--- src/rtl/regfile_dump_reader_if.sv ---
// Beat stream carrying register values (and the optional checksum) from the
// dump reader to a debug/trace sink. The reader drives it through the master
// modport and the sink receives it through the slave modport.
interface regfile_dump_reader_if #(
    parameter int ADDR_W = 5,
    parameter int DATA_W = 32
);
    logic              valid;
    logic              ready;
    logic [DATA_W-1:0] data;
    logic [ADDR_W-1:0] index;
    logic              last;
    logic              is_csum;

    modport master (
        output valid,
        output data,
        output index,
        output last,
        output is_csum,
        input  ready
    );

    modport slave (
        input  valid,
        input  data,
        input  index,
        input  last,
        input  is_csum,
        output ready
    );
endinterface

--- src/rtl/regfile_dump_reader.sv ---
// Register file dump reader. On a start pulse it walks a spare read port of
// the integer register file through x0..x(NUM_REGS-1) and streams each value
// out as one valid/ready beat (LOAD captures, SEND holds until accepted).
// Optional feature: define REGFILE_DUMP_CHECKSUM_EN to append a final beat
// carrying the mod-2^DATA_W sum of all streamed values.
module regfile_dump_reader #(
    parameter int NUM_REGS = 32,
    parameter int ADDR_W   = 5,
    parameter int DATA_W   = 32
) (
    input  logic                   clk,
    input  logic                   reset_n,
    input  logic                   start,
    output logic [ADDR_W-1:0]      rf_addr,
    input  logic [DATA_W-1:0]      rf_data,
    regfile_dump_reader_if.master  out,
    output logic                   busy,
    output logic                   done
);

    localparam logic [ADDR_W-1:0] LAST_IDX = ADDR_W'(NUM_REGS - 1);

`ifdef REGFILE_DUMP_CHECKSUM_EN
    typedef enum logic [1:0] {IDLE, LOAD, SEND, CSUM} state_t;
`else
    typedef enum logic [1:0] {IDLE, LOAD, SEND} state_t;
`endif

    state_t            state_reg, state_next;
    logic [ADDR_W-1:0] index_reg, index_next;
    logic [ADDR_W-1:0] beat_index_reg, beat_index_next;
    logic [DATA_W-1:0] data_reg, data_next;
    logic              last_reg, last_next;
    logic              done_reg, done_next;
`ifdef REGFILE_DUMP_CHECKSUM_EN
    logic [DATA_W-1:0] csum_reg, csum_next;
    logic              is_csum_reg, is_csum_next;
`endif

    // Next-state and datapath: the beat registers only change in LOAD or on
    // the final SEND handshake, so the beat stays frozen while stalled.
    always_comb begin
        state_next      = state_reg;
        index_next      = index_reg;
        beat_index_next = beat_index_reg;
        data_next       = data_reg;
        last_next       = last_reg;
        done_next       = 1'b0;
`ifdef REGFILE_DUMP_CHECKSUM_EN
        csum_next       = csum_reg;
        is_csum_next    = is_csum_reg;
`endif
        case (state_reg)
            IDLE: begin
                if (start) begin
                    index_next = '0;
`ifdef REGFILE_DUMP_CHECKSUM_EN
                    csum_next  = '0;
`endif
                    state_next = LOAD;
                end
            end
            LOAD: begin
                data_next       = rf_data;
                beat_index_next = index_reg;
`ifdef REGFILE_DUMP_CHECKSUM_EN
                // The checksum beat is the final one, never a register beat.
                last_next       = 1'b0;
                is_csum_next    = 1'b0;
                csum_next       = csum_reg + rf_data;
`else
                last_next       = (index_reg == LAST_IDX);
`endif
                state_next      = SEND;
            end
            SEND: begin
                if (out.ready) begin
                    if (index_reg == LAST_IDX) begin
`ifdef REGFILE_DUMP_CHECKSUM_EN
                        data_next       = csum_reg;
                        beat_index_next = '0;
                        last_next       = 1'b1;
                        is_csum_next    = 1'b1;
                        state_next      = CSUM;
`else
                        done_next       = 1'b1;
                        state_next      = IDLE;
`endif
                    end else begin
                        index_next = index_reg + ADDR_W'(1);
                        state_next = LOAD;
                    end
                end
            end
`ifdef REGFILE_DUMP_CHECKSUM_EN
            CSUM: begin
                if (out.ready) begin
                    done_next  = 1'b1;
                    state_next = IDLE;
                end
            end
`endif
            default: begin
                state_next = IDLE;
            end
        endcase
    end

    // State and datapath registers; reset aborts any dump in flight.
    always_ff @(posedge clk or negedge reset_n) begin
        if (!reset_n) begin
            state_reg      <= IDLE;
            index_reg      <= '0;
            beat_index_reg <= '0;
            data_reg       <= '0;
            last_reg       <= 1'b0;
            done_reg       <= 1'b0;
`ifdef REGFILE_DUMP_CHECKSUM_EN
            csum_reg       <= '0;
            is_csum_reg    <= 1'b0;
`endif
        end else begin
            state_reg      <= state_next;
            index_reg      <= index_next;
            beat_index_reg <= beat_index_next;
            data_reg       <= data_next;
            last_reg       <= last_next;
            done_reg       <= done_next;
`ifdef REGFILE_DUMP_CHECKSUM_EN
            csum_reg       <= csum_next;
            is_csum_reg    <= is_csum_next;
`endif
        end
    end

    // The read address simply follows the walk index; it is only consumed
    // in LOAD but holding it elsewhere keeps the port quiet.
    assign rf_addr   = index_reg;
    assign busy      = (state_reg != IDLE);
    assign done      = done_reg;
    assign out.data  = data_reg;
    assign out.index = beat_index_reg;
    assign out.last  = last_reg;
`ifdef REGFILE_DUMP_CHECKSUM_EN
    assign out.valid   = (state_reg == SEND) || (state_reg == CSUM);
    assign out.is_csum = is_csum_reg;
`else
    assign out.valid   = (state_reg == SEND);
    assign out.is_csum = 1'b0;
`endif

endmodule

--- src/flat_wrapper.sv ---
// flat-port wrapper written by rule: the top's interface ports become plain ports
module regfile_dump_reader_flat 
#(
    parameter int NUM_REGS = 32,
    parameter int ADDR_W   = 5,
    parameter int DATA_W   = 32
)
  (clk, reset_n, start, rf_addr, rf_data, busy, done, out_valid, out_data, out_index, out_last, out_is_csum, out_ready);
  regfile_dump_reader_if #(.ADDR_W(ADDR_W), .DATA_W(DATA_W)) out_i ();
  input  logic clk;
  input  logic reset_n;
  input  logic start;
  output logic [ADDR_W-1:0] rf_addr;
  input  logic [DATA_W-1:0] rf_data;
  output logic busy;
  output logic done;
  output wire logic [$bits(out_i.valid)-1:0] out_valid;
  output wire logic [$bits(out_i.data)-1:0] out_data;
  output wire logic [$bits(out_i.index)-1:0] out_index;
  output wire logic [$bits(out_i.last)-1:0] out_last;
  output wire logic [$bits(out_i.is_csum)-1:0] out_is_csum;
  input wire logic [$bits(out_i.ready)-1:0] out_ready;
  assign out_valid = out_i.valid;
  assign out_data = out_i.data;
  assign out_index = out_i.index;
  assign out_last = out_i.last;
  assign out_is_csum = out_i.is_csum;
  assign out_i.ready = out_ready;
  regfile_dump_reader #(.NUM_REGS(NUM_REGS), .ADDR_W(ADDR_W), .DATA_W(DATA_W)) u_core (.clk(clk), .reset_n(reset_n), .start(start), .rf_addr(rf_addr), .rf_data(rf_data), .out(out_i), .busy(busy), .done(done));
endmodule
--- config.mk ---
export PLATFORM = sky130hd
export DESIGN_NAME = regfile_dump_reader_flat
export DESIGN_NICKNAME = d
export VERILOG_FILES = /design/src/rtl/regfile_dump_reader_if.sv /design/src/rtl/regfile_dump_reader.sv /design/src/flat_wrapper.sv
export SDC_FILE = /design/constraint.sdc
export NUM_CORES = 1
export LEC_CHECK = 0
export ABC_AREA = 1
export CAP_MARGIN = 30
export CORE_AREA = 5 5 63 59
export DETAILED_ROUTE_END_ITERATION = 7
export DIE_AREA = 0 0 68 64
export DONT_BUFFER_PORTS = 1
export PLACE_DENSITY = 0.78
export SLEW_MARGIN = 20
export SYNTH_ARGS = -nofsm -noshare
export SYNTH_HDL_FRONTEND = slang
export SYNTH_SLANG_ARGS = --single-unit
--- constraint.sdc ---
create_clock -name clk -period 3.7 [get_ports clk]
set_clock_uncertainty 0.05 [all_clocks]
set_input_delay 0.74 -clock clk [delete_from_list [all_inputs] [get_ports clk]]
set_output_delay 0.74 -clock clk [all_outputs]
set_load 0.01 [all_outputs]
==> Word level (Yosys, flattened, before mapping) <==
Index checks and enable logic that the tools add are counted.
{ "op_classes": {"add_sub_neg": 1, "n_eq_ne": 6, "muxes": 11, "reduce_logical": 5} }
{ "ops": {"columns": ["operator", "n"], "rows": [
  ["$mux 5", 3],
  ["$pmux 5 s2", 1],
  ["$pmux 2 s3", 1],
  ["$add 5x1->5 const B", 1],
  ["$eq 5x5->1 const B", 1],
  ["$mux 1", 4],
  ["$mux 2", 2],
  ["$ne 2x2->1 const B", 2],
  ["$reduce_and 4->1", 1],
  ["$reduce_bool 2->1", 2],
  ["$eq 2x1->1 const B", 1],
  ["$eq 2x2->1 const B", 1],
  ["$logic_not 2->1", 1],
  ["$ne 2x1->1 const B", 1],
  ["$reduce_and 2->1", 1]
]} }
{ "word_totals": {"regBits": 46, "in_bits": 36, "output_inout_bits": 47, "word_cells": 29} }

==> Depth between registers and ports, before layout <==
{ "depth": {"ltp_word": 4, "depth_mapped": 9, "depth_no_buf": 8} }

==> Worst setup path after synthesis <==
Ideal clock, no wire load.
{ "synth_path": {"path_kind": "reg2reg", "from": "register u_core.index_reg[0] (netlist: u_core.rf_addr[0])", "to": "register u_core.index_reg[0] (netlist: u_core.rf_addr[0])", "setup_ns": 0.126, "arrival_time_ns": 1.428, "slack_ns": 2.096, "path_stages_with_launch": 10, "path_buffers": 1, "period_less_slack_ns": 1.604, "path_cell_list": "dfrtp_1 > ha_1 > inv_1 > nor3_1 > ha_1 > a21oi_1 > nand3_1 > buf_2 > nand2_1 > o21ai_0"} }
{ "synth_between": {"elab_chain_cells": 4, "elab_cells_between_ends": 7, "cone_classes": "1 x add/sub; 2 x eq/ne; 3 x mux; 1 x reduce/logical"} }
{ "synth_lines": {"columns": ["element", "line", "source"], "rows": [
  ["from (decl)", "regfile_dump_reader.sv:30", "logic [ADDR_W-1:0] index_reg, index_next;"],
  ["from (signal assigned)", "regfile_dump_reader.sv:124", "index_reg <= index_next;"],
  ["$add 5x1->5", "regfile_dump_reader.sv:90", "index_next = index_reg + ADDR_W'(1);"],
  ["$mux 5", "regfile_dump_reader.sv:78", "if (index_reg == LAST_IDX) begin"],
  ["$mux 5", "regfile_dump_reader.sv:77", "if (out.ready) begin"],
  ["$pmux 5 s2", "regfile_dump_reader.sv:53", "case (state_reg)"]
]} }
Parallel ways exist; a longest one is shown, timed or not. The select of a mux whose other input is x is not followed.
A chain may end at the register's enable or synchronous reset.

==> Final worst setup path <==
{ "layout_path": {"from": "register u_core.state_reg[1]", "to": "output out_valid"} }
{ "layout_between": {"elab_chain_cells": 1} }
{ "layout_lines": {"columns": ["element", "line", "source"], "rows": [
  ["from (decl)", "regfile_dump_reader.sv:29", "state_t state_reg, state_next;"],
  ["from (signal assigned)", "regfile_dump_reader.sv:123", "state_reg <= state_next;"],
  ["$eq 2x2->1", "regfile_dump_reader.sv:148", "assign out.valid = (state_reg == SEND);"],
  ["to (decl)", "flat_wrapper.sv:17", "output wire logic [$bits(out_i.valid)-1:0] out_valid;"]
]} }
No other way between the ends.

==> impl_results.md <==
* Htree depth at 2
* Yosys reg bits at 46
* Reg area at 1150 sq um
* Compound-Gate Fraction of Synth Area at 2.72%
* Worst path buffer plus inverter count at 1
* Multi-input logic area at 583 sq um
* Delay-heaviest family, CP: simple AND/OR/NAND/NOR gates
* Max Clk Rate at 482 MHz
* Area contributors post-synth: dfrtp_1 63%, mux2_2 21%, nand2_1 3.9%
* Post-CTS resize count at 0
* Fin Setup TNS at 0 ns
* Antenna diode count at 0
* Syn avg cell area at 13.1 sq um
* R2r endpoint: u_core.rf_addr[4]
* Synth Cell Area at 1840 sq um
* CTS Sinks at 46
* FF-to-FF Start: u_core.rf_addr[0]
* Placed insts at 176
* Post-Route WL at 3.32 mm
* Clock Path Buffers at 2
* Crit path cell chain: inv_1 > nor2_1
* Most frequent cells in the layout: 46 x dfrtp_1, 34 x mux2_2, 19 x nand2_1
* Gp weighted congestion at 0.786
* Crit path from: u_core.state_reg[1]
* DP HPWL at 2.42 mm
* Worst-margin pin slew at 0.864 ns
* Reg2reg setup slack at 1.78 ns
* Reg clk slew, reported paths at 0.12 ns
* CP Data Required Time at 2.91 ns
* IO Port Bufs at 0
* Status: complete, no violations
* Post-Synth Simple-Gate Area at 6.60%
* CP endpoint: out_valid
* Synthesized Nets at 178
* Share of cells above drive strength 1 at 30.1%
* Global-route wire length before repair at 5.13 mm
* Critical setup path kind: reg2out
* DR pass1 iterations at 4
* Initial antenna violation count at 0
* GRT overflow at 0
* RSZ-0062 raised after global routing: false
* Relative slew slack at 42.2%
* Worst Path Max Fanout at 7
* Via count at 1008
* Area share of the largest cell type after synthesis at 62.6%
* Crit path depth at 2
* Final Setup Violations at 0
* Min-Delay Path Class: in2async
* Combinational family with the most area after synthesis: multiplexers
* Num CTS Buffers at 5
* Pwr dens at 857 nW/um^2
* Clk root buf: clkbuf_4
* # fillers at 233
* Drt via density at 5.45
* Max-Cap Viols at 0
* P_leak at 0.871 nW
* Crit end category: output pin
* Cell variety after synth at 17
* CTS tree: yes
* P&R area growth vs syn at 4.42%
* Largest net degree at the start of global routing at 47
* Period utilization at 56.1%
* CP arrival at 1.29 ns
* Worst-skew pair later-pin latency at 0.34 ns
* Gate Count Post-Synth at 140
* Register-to-Register Path Depth at 8
* Vias in the first global route at 1114
* Hold Fails Final Rpt at 0
* Hold buffers post-CTS at 0
* Initial drt markers at 40
* Ports at 83
* Startpoint types: register
* Initial core utilization at 61.9%
* Crit path time final at 2.08 ns
* Max reg flops at 32
* Post-synthesis sequential area ratio at 62.6%
* Row count at 19
* Worst path slowest cell: nor2_1
* Drt wl/cell at 17.9 um
* Critical Path Max Stage Delay at 0.45 ns
* Most common cell after layout, fill and taps aside: dfrtp_1
* Die Wd at 68 um
* Final non-filler cell total at 185
* Post-synth top area cell: dfrtp_1
* DRC at 0
* Remaining antenna violation count at 0
* Die H at 64 um
* Post-synthesis xor/xnor area fraction at 0%
* Full die area at 4350 sq um
* Overall Global Routing Usage at 16.0%
* VDD IR-drop max at 0.522 mV
* Adder-cell area share of the yosys netlist at 1.36%
* YS warnings at 0
* Total core area at 2970 sq um
* Post-layout utilization of the core at 64.6%
* Nets at 180
* Post-synthesis mux area share at 20.8%
* Final-report max-slew violation count at 0
* Post-CTS Setup Bufs at 0
[routing by layer]
layer	global-route usage (%)	vias up	wire, um
li1	-	472	-
met1	17.3	469	1180
met2	25.0	57	1620
met3	8.23	10	437
met4	8.93	0	82
met5	0	-	0
[final cells by class]
cell class | instances | area share [%]
clock buffers | 7 | 2.87
clock inverters | 1 | 0.261
inverters | 12 | 2.35
multi-input cells | 76 | 30.4
flip-flops and latches | 46 | 60.0
well taps | 42 | 2.74
repair buffers | 1 | 1.43
[cells in the mapped netlist]
library cell	n
mux2_2	34
nand2_1	19
a21oi_1	1
inv_1	12
dfrtp_1	46
buf_6	1
conb_1	1
nand2_2	1
o21ai_0	9
nand3_1	4
nor3_1	2
buf_4	2
clkbuf_8	2
nand4_1	1
ha_1	2
buf_2	1
nor2_1	2
[logic make-up after synthesis]
logic type               after synthesis
flip-flops                            46
multiplexers                          34
AND/OR/NAND/NOR                       29
buffers and inverters                 18
AO/OA/AOI/OAI                         10
adder cells (fa/ha/maj)                2
other                                  1
[metrics by stage]
stage	setup slack [ns]	cell area [sq um]	total power, mW	hold WS [ns]
after detailed placement	1.91	1830	1.42	0.395
after global placement	1.97	1830	1.39	0.395
final	1.62	1920	1.65	0.172
after CTS	1.61	1890	1.66	0.00107
after floorplan	2.10	1840	1.36	0.394
after global routing	1.49	1920	1.77	0.151
[report_power, final]
group	switching, mW	internal [mW]	leakage, nW
logic	0.202	0.251	0.273
registers	0.245	0.711	0.564
clock network	0.143	0.0923	0.0353
[worst min path at each step]
stage             from                 to  slack, ns
2_1_floorplan  reset_n        u_core.done       0.39
3_3_place_gp   reset_n  u_core.rf_addr[3]       0.40
3_5_place_dp   reset_n  u_core.rf_addr[3]       0.40
4_1_cts        reset_n  u_core.rf_addr[3]      0.001
5_1_grt        reset_n  u_core.rf_addr[2]       0.15
6_report       reset_n  u_core.rf_addr[2]       0.17
No activity file was read; power rests on OpenSTA's default activity.
